<file path="config.mk">
export PLATFORM = sky130hd
export DESIGN_NAME = dmem_port_arbiter
export DESIGN_NICKNAME = d
export VERILOG_FILES = /design/src/rtl/dmem_port_arbiter.sv
export SDC_FILE = /design/constraint.sdc
export NUM_CORES = 1
export LEC_CHECK = 0
export CORE_MARGIN = 5
export CORE_UTILIZATION = 34
export CTS_CLUSTER_SIZE = 25
export DETAILED_ROUTE_END_ITERATION = 10
export GPL_ROUTABILITY_DRIVEN = 0
export PLACE_DENSITY = 0.84
export SLEW_MARGIN = 10
export SYNTH_ARGS = -nofsm -noshare
export SYNTH_HDL_FRONTEND = slang
export SYNTH_SLANG_ARGS = --single-unit
</file>
<file path="constraint.sdc">
create_clock -name clock -period 2 [get_ports clock]
set_input_delay 0.3 -clock clock [delete_from_list [all_inputs] [get_ports clock]]
set_output_delay 0.3 -clock clock [all_outputs]
set_load 0.02 [all_outputs]
</file>
<file path="src/rtl/dmem_port_arbiter.sv">
// dmem_port_arbiter
//   Shares the single-port synchronous data memory between the CPU load/store
//   path, the turtle line-draw engine and the VGA scan-out reader. One access
//   is granted per cycle. Read data comes back one cycle after the grant,
//   tagged to whoever asked for it. The CPU is stalled while it is denied.
//
// Parameters
//   ADDR_W   memory word-address width
//   DATA_W   memory data width
//   MAX_WAIT consecutive denied CPU cycles after which the CPU outranks draw
//
// Ports
//   clock, reset           rising-edge clock, async active-low reset
//   cpu_*                  CPU request/grant/stall/read-valid
//   draw_*                 draw-engine request (with burst lock) and grant
//   vga_*                  VGA read request, grant and read-valid
//   rdata                  shared read data (mem_q, held between reads)
//   mem_addr/we/wdata/q    block-RAM side
//
// Optional build macro DMEM_ARB_STATS_EN
//   Adds the grant/stall statistics counters and their stat_clr input.
module dmem_port_arbiter #(
    parameter int ADDR_W   = 12,
    parameter int DATA_W   = 32,
    parameter int MAX_WAIT = 4
) (
    input  logic              clock,
    input  logic              reset,
    input  logic              cpu_req,
    input  logic              cpu_we,
    input  logic [ADDR_W-1:0] cpu_addr,
    input  logic [DATA_W-1:0] cpu_wdata,
    output logic              cpu_gnt,
    output logic              cpu_stall,
    output logic              cpu_rvalid,
    input  logic              draw_req,
    input  logic              draw_we,
    input  logic [ADDR_W-1:0] draw_addr,
    input  logic [DATA_W-1:0] draw_wdata,
    input  logic              draw_lock,
    output logic              draw_gnt,
    input  logic              vga_req,
    input  logic [ADDR_W-1:0] vga_addr,
    output logic              vga_gnt,
    output logic              vga_rvalid,
    output logic [DATA_W-1:0] rdata,
`ifdef DMEM_ARB_STATS_EN
    input  logic              stat_clr,
    output logic [15:0]       stat_cpu_grants,
    output logic [15:0]       stat_draw_grants,
    output logic [15:0]       stat_vga_grants,
    output logic [15:0]       stat_cpu_stalls,
`endif
    output logic [ADDR_W-1:0] mem_addr,
    output logic              mem_we,
    output logic [DATA_W-1:0] mem_wdata,
    input  logic [DATA_W-1:0] mem_q
);

    typedef enum logic [1:0] {
        OWN_NONE = 2'd0,
        OWN_CPU  = 2'd1,
        OWN_VGA  = 2'd2,
        OWN_DRAW = 2'd3
    } owner_e;

    localparam logic [3:0] MAX_WAIT_C = 4'(MAX_WAIT);

    logic              rr_ptr_r;     // 0: CPU wins the next tie
    logic              lock_own_r;
    logic [3:0]        wait_cnt_r;
    owner_e            tag_r;
    logic [DATA_W-1:0] rdata_r;
    logic [ADDR_W-1:0] last_addr_r;

    logic              cpu_gnt_s, draw_gnt_s, vga_gnt_s, cpu_stall_s;
    logic [ADDR_W-1:0] mem_addr_s;
    logic              mem_we_s;
    logic [DATA_W-1:0] mem_wdata_s;
    owner_e            tag_nxt_s;
    logic              rr_nxt_s, lock_nxt_s;
    logic [3:0]        wait_nxt_s;

    // Priority grant; everything is gated off while reset is held low.
    always_comb begin
        cpu_gnt_s  = 1'b0;
        draw_gnt_s = 1'b0;
        vga_gnt_s  = 1'b0;
        if (!reset) begin
            vga_gnt_s = 1'b0;
        end else if (vga_req) begin
            vga_gnt_s = 1'b1;
        end else if (cpu_req && (wait_cnt_r >= MAX_WAIT_C)) begin
            cpu_gnt_s = 1'b1;
        end else if (lock_own_r && draw_req) begin
            draw_gnt_s = 1'b1;
        end else if (cpu_req && !draw_req) begin
            cpu_gnt_s = 1'b1;
        end else if (draw_req && !cpu_req) begin
            draw_gnt_s = 1'b1;
        end else if (cpu_req && draw_req) begin
            cpu_gnt_s  = ~rr_ptr_r;
            draw_gnt_s = rr_ptr_r;
        end else begin
            cpu_gnt_s = 1'b0;
        end
        cpu_stall_s = reset & cpu_req & ~cpu_gnt_s;
    end

    // Memory-side mux and read-owner tag for the granted requester.
    always_comb begin
        mem_addr_s  = last_addr_r;
        mem_we_s    = 1'b0;
        mem_wdata_s = {DATA_W{1'b0}};
        tag_nxt_s   = OWN_NONE;
        if (vga_gnt_s) begin
            mem_addr_s = vga_addr;
            tag_nxt_s  = OWN_VGA;
        end else if (cpu_gnt_s) begin
            mem_addr_s  = cpu_addr;
            mem_we_s    = cpu_we;
            mem_wdata_s = cpu_wdata;
            tag_nxt_s   = cpu_we ? OWN_NONE : OWN_CPU;
        end else if (draw_gnt_s) begin
            mem_addr_s  = draw_addr;
            mem_we_s    = draw_we;
            mem_wdata_s = draw_wdata;
            tag_nxt_s   = draw_we ? OWN_NONE : OWN_DRAW;
        end else begin
            tag_nxt_s = OWN_NONE;
        end
    end

    // Next values for round-robin pointer, burst lock and starvation counter.
    always_comb begin
        rr_nxt_s   = rr_ptr_r;
        lock_nxt_s = lock_own_r;
        wait_nxt_s = wait_cnt_r;
        if (cpu_gnt_s) begin
            rr_nxt_s = 1'b1;
        end else if (draw_gnt_s) begin
            rr_nxt_s = 1'b0;
        end else begin
            rr_nxt_s = rr_ptr_r;
        end
        // Preemption by VGA or a starved CPU leaves the lock standing.
        if (!draw_req || !draw_lock) begin
            lock_nxt_s = 1'b0;
        end else if (draw_gnt_s) begin
            lock_nxt_s = 1'b1;
        end else begin
            lock_nxt_s = lock_own_r;
        end
        if (!cpu_req || cpu_gnt_s) begin
            wait_nxt_s = 4'd0;
        end else if (cpu_stall_s && (wait_cnt_r != 4'd15)) begin
            wait_nxt_s = wait_cnt_r + 4'd1;
        end else begin
            wait_nxt_s = wait_cnt_r;
        end
    end

    // Arbitration state, read tag and read-data holding register.
    always_ff @(posedge clock or negedge reset) begin
        if (!reset) begin
            rr_ptr_r    <= 1'b0;
            lock_own_r  <= 1'b0;
            wait_cnt_r  <= 4'd0;
            tag_r       <= OWN_NONE;
            rdata_r     <= {DATA_W{1'b0}};
            last_addr_r <= {ADDR_W{1'b0}};
        end else begin
            rr_ptr_r    <= rr_nxt_s;
            lock_own_r  <= lock_nxt_s;
            wait_cnt_r  <= wait_nxt_s;
            tag_r       <= tag_nxt_s;
            last_addr_r <= mem_addr_s;
            if (tag_r != OWN_NONE) begin
                rdata_r <= mem_q;
            end else begin
                rdata_r <= rdata_r;
            end
        end
    end

    // mem_q is only valid in the cycle after the read address, so rdata
    // follows it directly then and holds the captured copy afterwards.
    assign rdata      = (tag_r != OWN_NONE) ? mem_q : rdata_r;
    assign cpu_rvalid = (tag_r == OWN_CPU);
    assign vga_rvalid = (tag_r == OWN_VGA);
    assign cpu_gnt    = cpu_gnt_s;
    assign draw_gnt   = draw_gnt_s;
    assign vga_gnt    = vga_gnt_s;
    assign cpu_stall  = cpu_stall_s;
    assign mem_addr   = mem_addr_s;
    assign mem_we     = mem_we_s;
    assign mem_wdata  = mem_wdata_s;

`ifdef DMEM_ARB_STATS_EN
    logic [15:0] st_cpu_r, st_draw_r, st_vga_r, st_stall_r;

    // Grant counters wrap, the stall counter saturates; stat_clr wins.
    always_ff @(posedge clock or negedge reset) begin
        if (!reset) begin
            st_cpu_r   <= 16'd0;
            st_draw_r  <= 16'd0;
            st_vga_r   <= 16'd0;
            st_stall_r <= 16'd0;
        end else if (stat_clr) begin
            st_cpu_r   <= 16'd0;
            st_draw_r  <= 16'd0;
            st_vga_r   <= 16'd0;
            st_stall_r <= 16'd0;
        end else begin
            st_cpu_r  <= st_cpu_r + {15'd0, cpu_gnt_s};
            st_draw_r <= st_draw_r + {15'd0, draw_gnt_s};
            st_vga_r  <= st_vga_r + {15'd0, vga_gnt_s};
            if (cpu_stall_s && (st_stall_r != 16'hFFFF)) begin
                st_stall_r <= st_stall_r + 16'd1;
            end else begin
                st_stall_r <= st_stall_r;
            end
        end
    end

    assign stat_cpu_grants  = st_cpu_r;
    assign stat_draw_grants = st_draw_r;
    assign stat_vga_grants  = st_vga_r;
    assign stat_cpu_stalls  = st_stall_r;
`endif

endmodule

</file>
==> flow_summary_export.csv <==
group,metric,value,unit
status,status,"finished, violations left",
status,violations,"negative setup slack",
synthesis,synth_area_leaders,"dfrtp_1, mux2_2, a22o_1",
drt,drt_iter0_markers,127,
floorplan,rows,33,
timing,tightest_slew,0.4945,ns
drt,drc,0,
layout,finish.utilization,0.7329,
synthesis,dominantRegCellSynth,"dfrtp_1",
drt,vias,3335,
setup_path,critPathArrivalTime,2.04,ns
run,maxCapViolations,0,
synthesis,yosys.cell_count.top_type,"dfrtp_1",
timing,fin_hold_ws,0.03332,ns
timing,finalWorstSetupSlack,-0.3397,ns
layout,nets,680,
setup_path,worstSetupPathType,"flip-flop to primary output",
layout,antenna_cells,0,
setup_path,cp.buffers_inverters,3,
layout,fin_cells,645,
synthesis,syn_nets,415,
pwr,power_frac_clock,0.206,
timing,maxSlewHeadroom,0.6688,
pwr,powerDensity,625.0,nW/µm²
cts,numCtsBuffers,5,
setup_path,cpLargestDelayFamily,"simple AND/OR/NAND/NOR gates",
floorplan,ioPinCount,223,
cts,clkTransAtPathRegs,0.10,ns
synthesis,syn_avg_cell_area,10.39,µm²
drt,routed_wl,12640,µm
timing,clock_skew,0.004510,ns
pwr,p_leak,2.720,nW
drt,drt_pass1_iterations,4,
synthesis,ys_top_cells_by_count,"dfrtp_1, nor2_1, a22o_1",
global_routing,antenna_found_initial,0,
setup_path,r2r-start,"rr_ptr_r",
floorplan,start_util,0.3483,
synthesis,ys_ff_latch,52,
global_routing,grt_pass1_wl,17990,µm
timing,finalSetupTns,-13.27,ns
cts,cts_buffer_depth,2,
global_routing,grt.total_usage,0.2255,
pwr,p_int,2.580,mW
setup_path,critPathLaunchType,"flip-flop",
setup_path,cp_max_fo,6,
drt,antenna_left,0,
pwr,switching_power,1.165,mW
timing,max_freq,0.4274,GHz
synthesis,synthCells,274,
pwr,ir_worst_vdd,363.2,µV
synthesis,synth_area_leader_cell,"dfrtp_1",
setup_path,reg2reg_depth,8,
global_routing,grt_overflow,0,
timing,setup_violations,47,
synthesis,synthArstFlopShare,1.000,
place,port_buffers,222,
timing,finalHoldViolCount,0,
setup_path,cpMaxStageDelayCell,"dfrtp_1",
pwr,seqPwrFrac,0.338,
synthesis,ys_warn_count,0,
synthesis,ys_types,34,
floorplan,coreArea,8175,µm²
place,dp_hpwl,9381,µm
cts,root_buffer,"clkbuf_8",
synthesis,ys_seq_area_frac,0.4569,
hold_path,hold_path.class,"input port to async pin",
cts,cts_tree,"done",
timing,maxSlewViolCount,0,
layout,area_growth,110.4,%
setup_path,crit_chain,"or2_1 -> and3_4 -> nor3b_4 -> buf_6 -> clkbuf_16 -> a221o_1 -> buf_6",
global_routing,grt_max_degree,36,
drt,wl_per_cell,19.59,µm
cts,clock-sinks,52,
setup_path,r2r-end,"last_addr_r[0]",
synthesis,synth_area,2848,µm²
cts,clock_latency,0.30,ns
floorplan,dieArea,10310,µm²
setup_path,crit_top_cell,"buf_6",
floorplan,dieWidth,101.5,µm
drt,viasPerCell,5.171,
pwr,pwr-share-comb,0.455,
setup_path,rrSetupSlack,0.02,ns
timing,period_minus_slack,2.340,ns
pwr,sw_frac_of_total,0.3110,
global_routing,grt_pass1_vias,3595,
layout,drive_gt1_frac,0.3463,
synthesis,yosysTopAreaCellShare,0.4569,
timing,rsz0062_at_grt,"yes",
setup_path,cp.required,1.70,ns
timing,fin_crit_sh,1.170,
floorplan,die_y,101.5,µm
place,dpl.cell_count,610,
synthesis,synth_edf_count,0,
setup_path,slowest_delay,0.39,ns
cts,htreeDepth,2,
setup_path,end_kind,"primary output",
what timing repair did:
action / CTS / global route
hold endpoints to repair: 1 / 0
setup buffers: 10 / 9
cloned: 2 / 5
hold buffers: 1 / 0
pin swaps: 8 / 32
gates resized for setup: 404 / 84
endpoints found under the setup margin: 81 / 77
power groups by stage:
| stage | sequential, mW | clock (mW) | combinational (mW) |
|---|---|---|---|
| finish | 1.27 | 0.773 | 1.71 |
| global route | 1.28 | 0.847 | 1.80 |
| CTS | 1.26 | 0.812 | 1.49 |
| detailed placement | 1.28 | 0 | 1.51 |
| global placement | 1.27 | 0 | 1.48 |
| floorplan | 1.26 | 0 | 0.686 |
layout by cell type, fill, tap and decap left out, types with 2 or more instances in the layout:
cell               n
buf_16             2
nor2_1            37
a22o_1            33
nor2_2             2
clkbuf_2           4
buf_2              3
a21oi_1           15
o21ai_0            3
buf_12             4
a21o_1            13
nor3_1            12
clkdlybuf4s50_1  140
mux2_4            25
mux2_2             7
clkbuf_16          5
dfrtp_1           52
nor2b_1           14
buf_4             57
buf_8              2
buf_6             59
a221o_1           12
inv_1              3
clkbuf_8           6
nand3_1            3
cell type report:
cell class,instances,area (µm²)
clock buffers,6,82.58
clock inverters,2,38.79
fillers,563,2183
inverters,4,17.52
multi-input cells,197,1572
flip-flops and latches,52,1301
well taps,105,131.4
repair buffers,279,2849
state kept, by name, indices dropped and copies added, names as in the netlist:
register     cells
rdata_r         32
last_addr_r     12
wait_cnt_r       4
tag_r            2
lock_own_r       1
rr_ptr_r         1
worst register-to-register path: stages (launching register included):
cell and delay [ns]:
dfrtp_1 0.39, or2_1 0.25, and3_4 0.21, buf_6 0.16, a21o_1 0.18, a221o_1 0.32
buf_4 0.14, buf_4 0.12, buf_4 0.12
worst max path at each step:
stage | from | cells past startpoint | slack, ns | endpoint
3_3_place_gp | draw_req | 6 | -0.56 | mem_addr[7]
4_1_cts | lock_own_r | 7 | -0.31 | mem_addr[5]
5_1_grt | rr_ptr_r | 7 | -0.41 | mem_addr[1]
2_1_floorplan | rr_ptr_r | 6 | 0.01 | mem_wdata[13]
3_5_place_dp | vga_req | 6 | -0.64 | mem_addr[7]
6_report | rr_ptr_r | 7 | -0.34 | mem_addr[1]
metal layers:
metal | track usage | vias to the layer above | routed length, µm
li1 | - | 1535 | -
met1 | 0.2263 | 1597 | 4255
met2 | 0.4180 | 175 | 6774
met3 | 0.07507 | 28 | 1140
met4 | 0.1033 | 0 | 466
met5 | 0 | - | 0
cells by family (layout without fill, tap and decap cells):
group,Yosys count,after routing,synth area share
adders and majority gates,1,1,0.004393
DFF,52,52,0.4569
AOI/OAI and AO/OA,83,83,0.2289
and+or+nand+nor,80,80,0.1366
buffers and inverters,25,291,0.04306
muxes,33,33,0.1301
metrics by stage:
| step | power (mW) | setup slack (ns) | cell area [µm²] |
|---|---|---|---|
| 3_3_place_gp | 2.753 | -0.5641 | 5370 |
| 3_5_place_dp | 2.790 | -0.6414 | 5370 |
| 6_report | 3.745 | -0.3397 | 5992 |
| 2_1_floorplan | 1.946 | 0.01338 | 2848 |
| 4_1_cts | 3.558 | -0.3089 | 5572 |
| 5_1_grt | 3.930 | -0.4081 | 5992 |
Power figures use the tool's default switching activity.
==> edit: new RTL, same flow settings <==
Add a define of `DMEM_ARB_STATS_EN`.
--- a/src/rtl/dmem_port_arbiter.sv
+++ b/src/rtl/dmem_port_arbiter.sv
@@ -20,4 +20,6 @@
 // Optional build macro DMEM_ARB_STATS_EN
 //   Adds the grant/stall statistics counters and their stat_clr input.
+`define DMEM_ARB_STATS_EN
+
 module dmem_port_arbiter #(
     parameter int ADDR_W   = 12,
Ports: changed (5 added); port bits go from 223 to 288. No check against the original RTL was run, so the function may have changed too.
==> edit against the unedited design <==
The flow still finishes with violations (negative setup slack); sequential share of layout area is 5.0 points higher; count of clock-buffer cells in the layout is 15 higher; global-route usage is 2.2 points lower; non-clock buffer count is 110 higher; wire length is 69% higher; worst setup slack worse by 0.12 ns; synthesized area is 100% higher; utilization is 7.9 points lower; total power is 99% higher; sequential cell count is 64 higher; design area is 82% higher; sequential power is 100% higher; critical path type unchanged; largest cell class unchanged.
==> edit: results (changes against the unedited design) <==
Global routing
  – Global Route Usage Sum: 20.3% (-2.2 points)
  – Vias in the first global route: 6,093 (+69%)
  – First-pass GRT wire length: 32,100 µm (+78%)
  – GRT met2 Usage: 37.0% (-4.8 points)
  – Met3 usage: 5.59% (-1.9 points)
  – Met1 Use GR: 23.3% (+0.63 points)
  – Largest net degree at the start of global routing: 98 (+170%)

Clock network
  – Skew-Pair Late Insertion Delay: 0.40 ns (+0.10 ns)
  – Worst-path clk slew: 0.05 ns (-0.05 ns)
  – Root buffer cell: clkbuf_16
  – Total CTS buffers: 17 (+12)
  – H-tree depth: 4 (+2)

Finish
  – P&R area growth vs syn: 87.9%
  – Fill cells: 1,247 (+120%)
  – Layout cells sized above 1: 31.5% (-3.1 points)
  – Fin nets: 1,082 (+59%)

Placement
  – Area post-placement: 9440 µm² (+76%)
  – Pre-CTS WS: -0.814 ns (-0.172 ns)
  – Hpwl dp: 14,500 µm (+54%)
  – IO Port Bufs: 287 (+29%)

STA
  – Number of setup violations in the final report: 91 (+94%)
  – Slew @ Worst Pin: 0.770 ns (+0.276 ns)
  – PnR worst setup slack: -0.462 ns (-0.122 ns)
  – Post-Route Setup TNS: -25.34 ns (-12.07 ns)
  – Worst Skew: 0.0125 ns (+0.00801 ns)

Detailed routing
  – DR vias: 5,942 (+78%)
  – Router iterations before antenna repair: 4 (unchanged)
  – Drt initial violations: 306 (+140%)
  – Vias per cell: 5.10 (-1.4%)
  – DRT Wirelength: 21,400 µm (+69%)

Synth
  – Synth cell types: 44 (+29%)
  – Post-synth top cells: dfrtp_1, nor2_1, nand2_1
  – Mapped Cells: 552 (+100%)
  – Synthesized netlist net count: 701 (+69%)
  – Async SR Flop Fraction: 100% (unchanged)
  – Area contributors post-synth: dfrtp_1, mux2_2, a22o_1
  – Sequential cell area fraction in the yosys report: 50.1% (+4.4 points)

Worst setup path
  – Worst EP arrival: 2.16 ns (+0.12 ns)
  – CP Max Fanout: 7 (+1)
  – CP max-delay cell: or4b_4
  – CP peak stage delay: 0.57 ns (+0.18 ns)

Power and ir drop
  – P_comb: 1.92 mW (+12%)
  – Comb pwr share: 25.7% (-20 points)
  – Clk pwr: 2.93 mW (+280%)
  – Leak: 4.81 nW (+77%)
  – Peak VDD IR: 537 µV (+48%)

Run status
  – Failing checks: negative setup slack
  – Status: complete, but fails checks
==> edit: cell count changes in the layout (fill, tap and decap cells not counted), moves of 18 or more <==
cell             unedited run  this run
dfrtp_1                    52       114
xor2_1                      0        31
clkdlybuf4s50_1           140       200
nand3_1                     3        21
buf_4                      57        95
nand2_1                     1        39
xnor2_1                     0        19
nor2_1                     37        62
==> edit: kinds of logic (layout without fill, tap and decap cells) <==
family,Yosys count,count (layout),share of synthesized area [%]
compound gates,102,102,13.1
simple gates,202,203,17.6
xor+xnor,52,52,7.86
flops,116,116,50.1
buf+inv,37,429,2.68
mux,35,35,6.93
fa+ha+maj,8,8,1.73
==> edit: path summary, 6_finish.rpt <==
kind | start | endpoint | slack [ns] | depth (start not counted)
min in group clock | stat_clr | stat_cpu_stalls[4] | 0.32 | 2
min reg2reg | rdata_r[7] | rdata_r[7] | 0.49 | 1
max reg2reg | lock_own_r | stat_draw_grants[14] | -0.35 | 11
max in group asynchronous | reset | wait_cnt_r[0] | 0.71 | 3
min | reset | last_addr_r[9] | 0.23 | 3
max | wait_cnt_r[3] | mem_addr[4] | -0.46 | 7
==> edit: final cells by class <==
| class | count | share of cell area (%) |
|---|---|---|
| timing repair inverter | 2 | 0.287 |
| clock buffer | 21 | 4.23 |
| timing repair buffer | 389 | 35.6 |
| clock inverter | 10 | 0.989 |
| inverter | 7 | 0.402 |
| sequential | 116 | 26.7 |
| tap | 220 | 2.53 |
| multi-input combinational | 400 | 29.3 |
==> edit: repair_timing <==
item	CTS	global route
hold buffers	2	0
setup endpoints to repair	112	116
endpoints found under the hold margin	19	0
setup buffers	19	16
pin swaps	35	29
cloned	6	0
gates resized for setup	490	71
==> edit: per-layer routing <==
metal  vias up  part of all wire (%)
li1       2771                     -
met1      2887                    37
met2       256                    54
met3        28                   7.3
met4         0                   1.6
met5         -                     0
